<file path="src/rtl/sipo_deserializer.sv">
// Serial-in/parallel-out deserializer: assembles WIDTH enabled serial bits into a word
// and publishes it in a holding register with valid/ready, bit counter and sticky overflow.
module sipo_deserializer #(
    parameter int WIDTH     = 8,
    parameter bit MSB_FIRST = 1'b1,
    localparam int CNT_W    = $clog2(WIDTH)
) (
    input  logic             i_CLK,
    input  logic             i_RST_N,
    input  logic             i_SDI,
    input  logic             i_SFT,
    input  logic             i_CLR,
    input  logic             i_READY,
    output logic [WIDTH-1:0] o_OUT,
    output logic             o_VALID,
    output logic             o_OVF,
    output logic [CNT_W-1:0] o_CNT,
    output logic             o_BUSY
);

    // Handshake: a word transfers on any edge where o_VALID=1 and i_READY=1.
    // o_VALID never depends combinationally on i_READY; o_OUT is stable until the
    // next completion, i_CLR or reset, even after it has been consumed.

    localparam logic [CNT_W-1:0] LAST = CNT_W'(WIDTH - 1);

    logic [WIDTH-1:0] sh;
    logic [WIDTH-1:0] sh_next;
    logic [CNT_W-1:0] cnt;
    logic             done;

    generate
        if (MSB_FIRST) begin : g_msb
            assign sh_next = {sh[WIDTH-2:0], i_SDI};
        end else begin : g_lsb
            assign sh_next = {i_SDI, sh[WIDTH-1:1]};
        end
    endgenerate

    // The completing bit goes straight from sh_next into o_OUT, so no dead cycle.
    assign done   = i_SFT && (cnt == LAST);
    assign o_CNT  = cnt;
    assign o_BUSY = (cnt != '0);

    always_ff @(posedge i_CLK or negedge i_RST_N) begin
        if (!i_RST_N) begin
            sh      <= '0;
            cnt     <= '0;
            o_OUT   <= '0;
            o_VALID <= 1'b0;
            o_OVF   <= 1'b0;
        end else if (i_CLR) begin
            sh      <= '0;
            cnt     <= '0;
            o_OUT   <= '0;
            o_VALID <= 1'b0;
            o_OVF   <= 1'b0;
        end else begin
            if (i_SFT) begin
                sh  <= sh_next;
                cnt <= done ? '0 : cnt + 1'b1;
            end
            if (done) begin
                o_OUT   <= sh_next;
                o_VALID <= 1'b1;
                if (o_VALID && !i_READY) begin
                    o_OVF <= 1'b1;
                end
            end else if (o_VALID && i_READY) begin
                o_VALID <= 1'b0;
            end
        end
    end

endmodule

</file>
<file path="config.mk">
export PLATFORM = sky130hd
export DESIGN_NAME = sipo_deserializer
export DESIGN_NICKNAME = d
export VERILOG_FILES = /design/src/rtl/sipo_deserializer.sv
export SDC_FILE = /design/constraint.sdc
export NUM_CORES = 1
export LEC_CHECK = 0
export ABC_CLOCK_PERIOD_IN_PS = 1700
export BUFFER_PORTS_ARGS = -buffer_cell sky130_fd_sc_hd__buf_2
export CORE_ASPECT_RATIO = 0.75
export CORE_MARGIN = 1
export CORE_UTILIZATION = 51
export DETAILED_ROUTE_END_ITERATION = 16
export PLACE_DENSITY_LB_ADDON = 0.1
export SYNTH_ARGS = -nofsm -noshare
export SYNTH_HDL_FRONTEND = slang
export SYNTH_SLANG_ARGS = --single-unit
export TNS_END_PERCENT = 50
</file>
<file path="constraint.sdc">
create_clock -name i_CLK -period 1.7 [get_ports i_CLK]
set_input_delay 0.425 -clock i_CLK [delete_from_list [all_inputs] [get_ports i_CLK]]
set_output_delay 0.425 -clock i_CLK [all_outputs]
set_load 0.005 [all_outputs]
</file>
Word-level counts from Yosys, hierarchy flattened. Cells that the tools add are included.

Add/sub/neg operators: 1. Equal/unequal tests: 1. Mux-type cells: 13. Reductions and logical operators: 10.

Operators by type and width (count): two-way mux 8 bit (2); two-way mux 7 bit (2); two-way mux 3 bit (3); two-way mux 1 bit (6); nonzero test 2 bit (3); nonzero test 3 bit (2); adder 3 x 1 -> 3 bit (second input constant) (1); equality test 3 bit (second input constant) (1); logical AND 1 bit (3); AND reduction 2 bit (1); zero test 1 bit (1).

Bits in registers: 20. Input port bits: 6. Output and inout port bits: 14. Word-level logic and storage cells: 30.

Logic depth before layout (Yosys ltp). Gate-level depths: netlist (run 1).

Depth in word-level cells: 5. Gate-level depth with buffers: 5. Mapped depth without buffers: 4.

Least setup slack after synthesis (run 1). No wires, ideal clock.

Path kind: reg2reg. Start: register cnt[0], in the netlist o_CNT[0]. End: register o_OUT[0]. Data arrival time: 1.248 ns. Required time: 1.622 ns. Path slack: 0.374 ns. Cell stages (with the launch flop): 6. Cell sequence: dfrtp_1 -> ha_1 -> ha_1 -> buf_2 -> a21bo_1 -> a21oi_1.

Cells in the longest elaborated chain, start to end: 3.

RTL lines: from (decl) (line 29) `logic [CNT_W-1:0] cnt;`; from (signal assigned) (line 61) `cnt <= done ? '0 : cnt + 1'b1;`; equality test 3 bit (line 41) `assign done = i_SFT && (cnt == LAST);`; logical AND 1 bit (line 41); nonzero test 2 bit (no source line); to (signal assigned) (line 64) `o_OUT <= sh_next;`; to (decl) (line 14) `output logic [WIDTH-1:0] o_OUT,`.

Every way passes these cells. A chain may end at the register's enable or synchronous reset.

Worst setup path in the final report (run 1).
Start: register cnt[0], in the netlist o_CNT[0]. End: output port o_BUSY.

Cells in the longest elaborated chain, start to end: 1.

RTL lines: nonzero test 3 bit (line 43) `assign o_BUSY = (cnt != '0);`; to (decl) (line 18) `output logic o_BUSY`.

Every way passes these cells.

==> qor.csv, run 1 <==
metric,value,unit
status,completed,
setup_viol,0,
rows,12,
placed_area,1055,um2
insertion_delay,300,ps
skew,3.961,ps
synth_top_area_share,53.62,%
die_area,2007,um2
vias,685,
synth_nets,95,
grt_pass1_vias,655,
routed_wl,1.744,mm
synth_area_leader_cell,dfrtp_1,
pwr-share-clk,40.9,%
pre_cts_slack,239.4,ps
rsz0062_at_grt,no,
wl_per_cell,13.84,um
syn_inst,86,
p_seq_share,52.1,%
fillers,135,
critPathLaunchType,flop,
mostFrequentLayoutCells,"20 x dfrtp_1, 19 x buf_2, 13 x a21oi_1",
p_switching,0.0001915,W
syn_area,933.4,um2
total_power,0.0009378,W
leakage,0.5694,nW
diodes,0,
layout-drive-gt1-share,24.76,%
startpoint,o_CNT[0],
dpl.hpwl,1.227,mm
fmax,0.6349,GHz
overflow,0,
nNetsFinal,115,
numCtsBuffers,3,
post-route-util,69.58,%
port_buffers,19,
critPathKind,flop to output port,
arrival,1150,ps
postCtsHoldBufs,0,
vias_per_cell,5.437,
intPower,0.0007463,W
combPwrFrac,7.0,%
setup_tns,0,ps
relSlewSlack,71.47,%
synthDistinctLibCells,16,
powerDensity,846.9,nW/um2
die_w,51.40,um
drc,0,
drt_iter0_markers,13,
ant_nets,0,
htreeDepth,1,
worst_slack,125.1,ps
grt_max_degree,21,
fin_crit_sh,92.64,%
max_cap_viol_count,0,
antenna_found_initial,0,
grt_pass1_wl,2.911,mm
core_area,1592,um2
cts_setup_buffers,0,
synth-seq-cells,20,
gr-usage-all-layers,21.59,%
p_sw_share,20.42,%
ir_worst_vdd,0.0005861,V
area_delta_synth_final,18.63,%
cp-end-kind,output port,
avgSynthCellArea,10.85,um2
initial_utilization,58.65,%
final_cell_area,1107,um2
layout_commonest_cell,dfrtp_1,
cts.sink_count,20,
clockBufferDepth,2,
tritoncts,built,
die_h,39.05,um
ios,20,
r2r_start,o_CNT[0],
cts.clk_slew.worst_paths,110,ps
drt_pass1_iterations,4,
crit_fanout,5,
slew_violations,0,
min_period,1575,ps
yosys-top-cells-area,"dfrtp_1 54%, a21bo_1 8.6%, mux2i_1 7.5%",
cp.required,1270,ps
hold_class,primary input to asynchronous set/reset pin,
yosysSeqAreaShare,53.62,%
place_congestion,0.6982,
cts_root_buf,clkbuf_4,
tightest_slew,428.0,ps
hold_violations,0,
synth_warnings,0,
cts_resized,0,
## final cells by class
class	instances	area (um2)	area share, %
clock buffer	3	22.52	2.034
clock inverter	1	30.03	2.712
inverter	3	11.26	1.017
multi-input combinational	56	386.6	34.92
sequential	20	500.5	45.20
tap	21	26.28	2.373
timing repair buffer	22	130.1	11.75
## stage by stage
step | cells | hold WS [ps]
2_1_floorplan | 86 | 129.4
6_report | 126 | 42.55
4_1_cts | 126 | 46.09
3_3_place_gp | 122 | 392.8
5_1_grt | 126 | 57.23
3_5_place_dp | 122 | 390.7
## cell families (layout without fill, tap and decap cells)
kind of cell             Yosys count  count (layout)  share of synthesized area, %
AND/OR/NAND/NOR                   25              25                         14.34
AO/OA/AOI/OAI                     21              21                         15.55
flip-flops                        20              20                         53.62
adder cells (fa/ha/maj)            3               3                         4.022
buffers and inverters             10              29                         4.960
multiplexers                       7               7                         7.507
## synthesized netlist by cell type
master    instances
a21oi_1          13
dfrtp_1          20
nand3_1           8
buf_2             4
nor2_1            7
nand4b_1          1
ha_1              3
inv_1             3
nand2_1           1
or3b_1            1
a21bo_1           8
clkbuf_1          2
buf_4             1
nand2b_1          5
mux2i_1           7
nand3b_1          2
## worst paths after layout
path | endpoint | slack (ps) | depth (start not counted)
max in group asynchronous | o_OUT[3] | 1360 | 1
min in group i_CLK | o_OUT[0] | 390 | 3
min | o_VALID | 40 | 1
min reg2reg | o_OVF | 530 | 2
max reg2reg | o_OUT[4] | 200 | 5
max | o_BUSY | 130 | 4
## flip-flops by register name (all words and copies together) (netlist names)
signal,count
sh,7
o_CNT,3
o_OVF,1
o_VALID,1
o_OUT,8
## layer usage
layer	GRT usage, %	vias up	wire length [um]
met4	8.108	0	23
met3	7.059	4	88
met1	24.57	331	856
met5	0	-	0
met2	38.31	18	775
li1	-	332	-
## worst max-delay path, stage by stage, from the launching register on
cell,delay [ps]
dfrtp_1,430
inv_1,70
ha_1,190
nand2b_1,60
buf_2,100
## power by group through the flow
| stage | Sequential, W | Combinational (W) | Clock (W) |
|---|---|---|---|
| after global routing | 0.000490 | 0.0000745 | 0.000405 |
| after floorplan | 0.000496 | 0.0000368 | 0 |
| final | 0.000489 | 0.0000660 | 0.000383 |
| after CTS | 0.000488 | 0.0000673 | 0.000392 |
| after global placement | 0.000497 | 0.0000657 | 0 |
| after detailed placement | 0.000498 | 0.0000671 | 0 |
Note: power is estimated with default switching activity, not from simulation.
==> inputs of run 2 (changes only) <==
CORE_MARGIN = not set   (was 1)
CTS_BUF_LIST = sky130_fd_sc_hd__clkbuf_16   (was not set)
PLACE_DENSITY_LB_ADDON = 0.08   (was 0.1)
==> qor.csv, run 2 (synthesis gave the netlist of run 1 again) <==
metric,value,unit
cp-end-kind,flop,
layout_commonest_cell,dfrtp_1,
rrSetupSlack,150,ps
seqCellArea,500.5,um2
r2r_start,o_CNT[0],
post-place-cells,121,
grt_pass1_vias,620,
nNetsFinal,114,
die_w,51.40,um
fillers,128,
die_area,2007,um2
diodes,0,
powerDensity,897.1,nW/um2
reg2reg_to,o_OUT[3],
slew_violations,0,
multi_input_area,386.6,um2
port_buffers,19,
min_period,1549,ps
fmax,0.6455,GHz
tritoncts,built,
die_h,39.05,um
rows,12,
path_cells,ha_1 > ha_1 > buf_12 > a21bo_1 > a21oi_1,
overflow,0,
rsz0062_at_grt,no,
arrival,1710,ps
cp_slowest_cell,dfrtp_1,
cts_resized,0,
path_common_cell,ha_1,
wl_per_cell,13.98,um
vias_per_cell,5.435,
max_stage_delay,420,ps
ir_worst_vdd,0.0009747,V
grt_pass1_wl,2.711,mm
status,completed,
skew,1.589,ps
cts.clk_slew.worst_paths,50,ps
htreeDepth,1,
worstRegToRegCells,5,
postCtsHoldBufs,0,
cts_setup_buffers,0,
drc,0,
cp.required,1870,ps
placed_area,1060,um2
ant_nets,0,
area_delta_synth_final,21.58,%
initial_utilization,58.65,%
cts_root_buf,clkbuf_16,
tightest_slew,448.9,ps
crit_fanout,14,
vias,674,
hold_violations,0,
critPathLaunchType,flop,
post-route-util,71.30,%
worst_slack,150.9,ps
ios,20,
place_congestion,0.7054,
largest_reg_flops,8,
cts.sink_count,20,
pre_cts_slack,182.5,ps
critPathKind,flop to flop,
relSlewSlack,70.07,%
drt_pass1_iterations,4,
grt_max_degree,21,
dpl.hpwl,1.106,mm
layout-drive-gt1-share,23.30,%
drt_iter0_markers,16,
fin_cells,124,
max_cap_viol_count,0,
insertion_delay,240,ps
final_cell_area,1135,um2
setup_tns,0,ps
antenna_found_initial,0,
routed_wl,1.734,mm
setup_viol,0,
gr-usage-all-layers,19.49,%
mostFrequentLayoutCells,"20 x dfrtp_1, 19 x buf_2, 13 x a21oi_1",
clockBufferDepth,2,
core_area,1592,um2
regMostFlops,o_OUT,
numCtsBuffers,3,
fin_crit_sh,91.12,%
leakage,0.5757,nW
hold_class,primary input to asynchronous set/reset pin,
[run 2: metrics by stage]
stage | hold slack, ps | total power, W
4_1_cts | 128.7 | 0.001028
6_report | 122.0 | 0.001018
5_1_grt | 149.6 | 0.001056
3_5_place_dp | 392.2 | 0.0005641
2_1_floorplan | 129.4 | 0.0005333
3_3_place_gp | 392.3 | 0.0005628
[run 2: report_power, final]
part | internal, W | switching [W]
Combinational | 0.0000262 | 0.0000411
Clock | 0.000309 | 0.000152
Sequential | 0.000483 | 0.00000634
[run 2: how the worst max path moves through the flow]
stage          startpoint  endpoint
2_1_floorplan    o_CNT[0]  o_OUT[0]
3_3_place_gp     o_CNT[0]  o_CNT[0]
3_5_place_dp     o_CNT[0]  o_OUT[3]
4_1_cts          o_CNT[0]  o_OUT[3]
5_1_grt          o_CNT[0]  o_OUT[3]
6_report         o_CNT[0]  o_OUT[3]
[run 2: area by class of cell]
type                       count  share of cell area, %
timing repair buffer          21                  11.91
sequential                    20                  44.10
inverter                       3                 0.9923
tap                           21                  2.315
multi-input combinational     56                  34.07
clock buffer                   3                  6.615
[run 2: worst max-delay path, delay by kind of cell (launching register included)]
family                   cells  cell delay, ps
buffers and inverters        1             200
adder cells (fa/ha/maj)      2             520
AO/OA/AOI/OAI                2             330
flip-flops                   1             420
[run 2: per-layer routing]
metal	global-route usage, %	up-vias	wire [um]
li1	-	330	-
met1	22.58	325	818
met2	35.06	17	839
met3	5.882	2	66
met4	6.081	0	9
met5	0	-	0
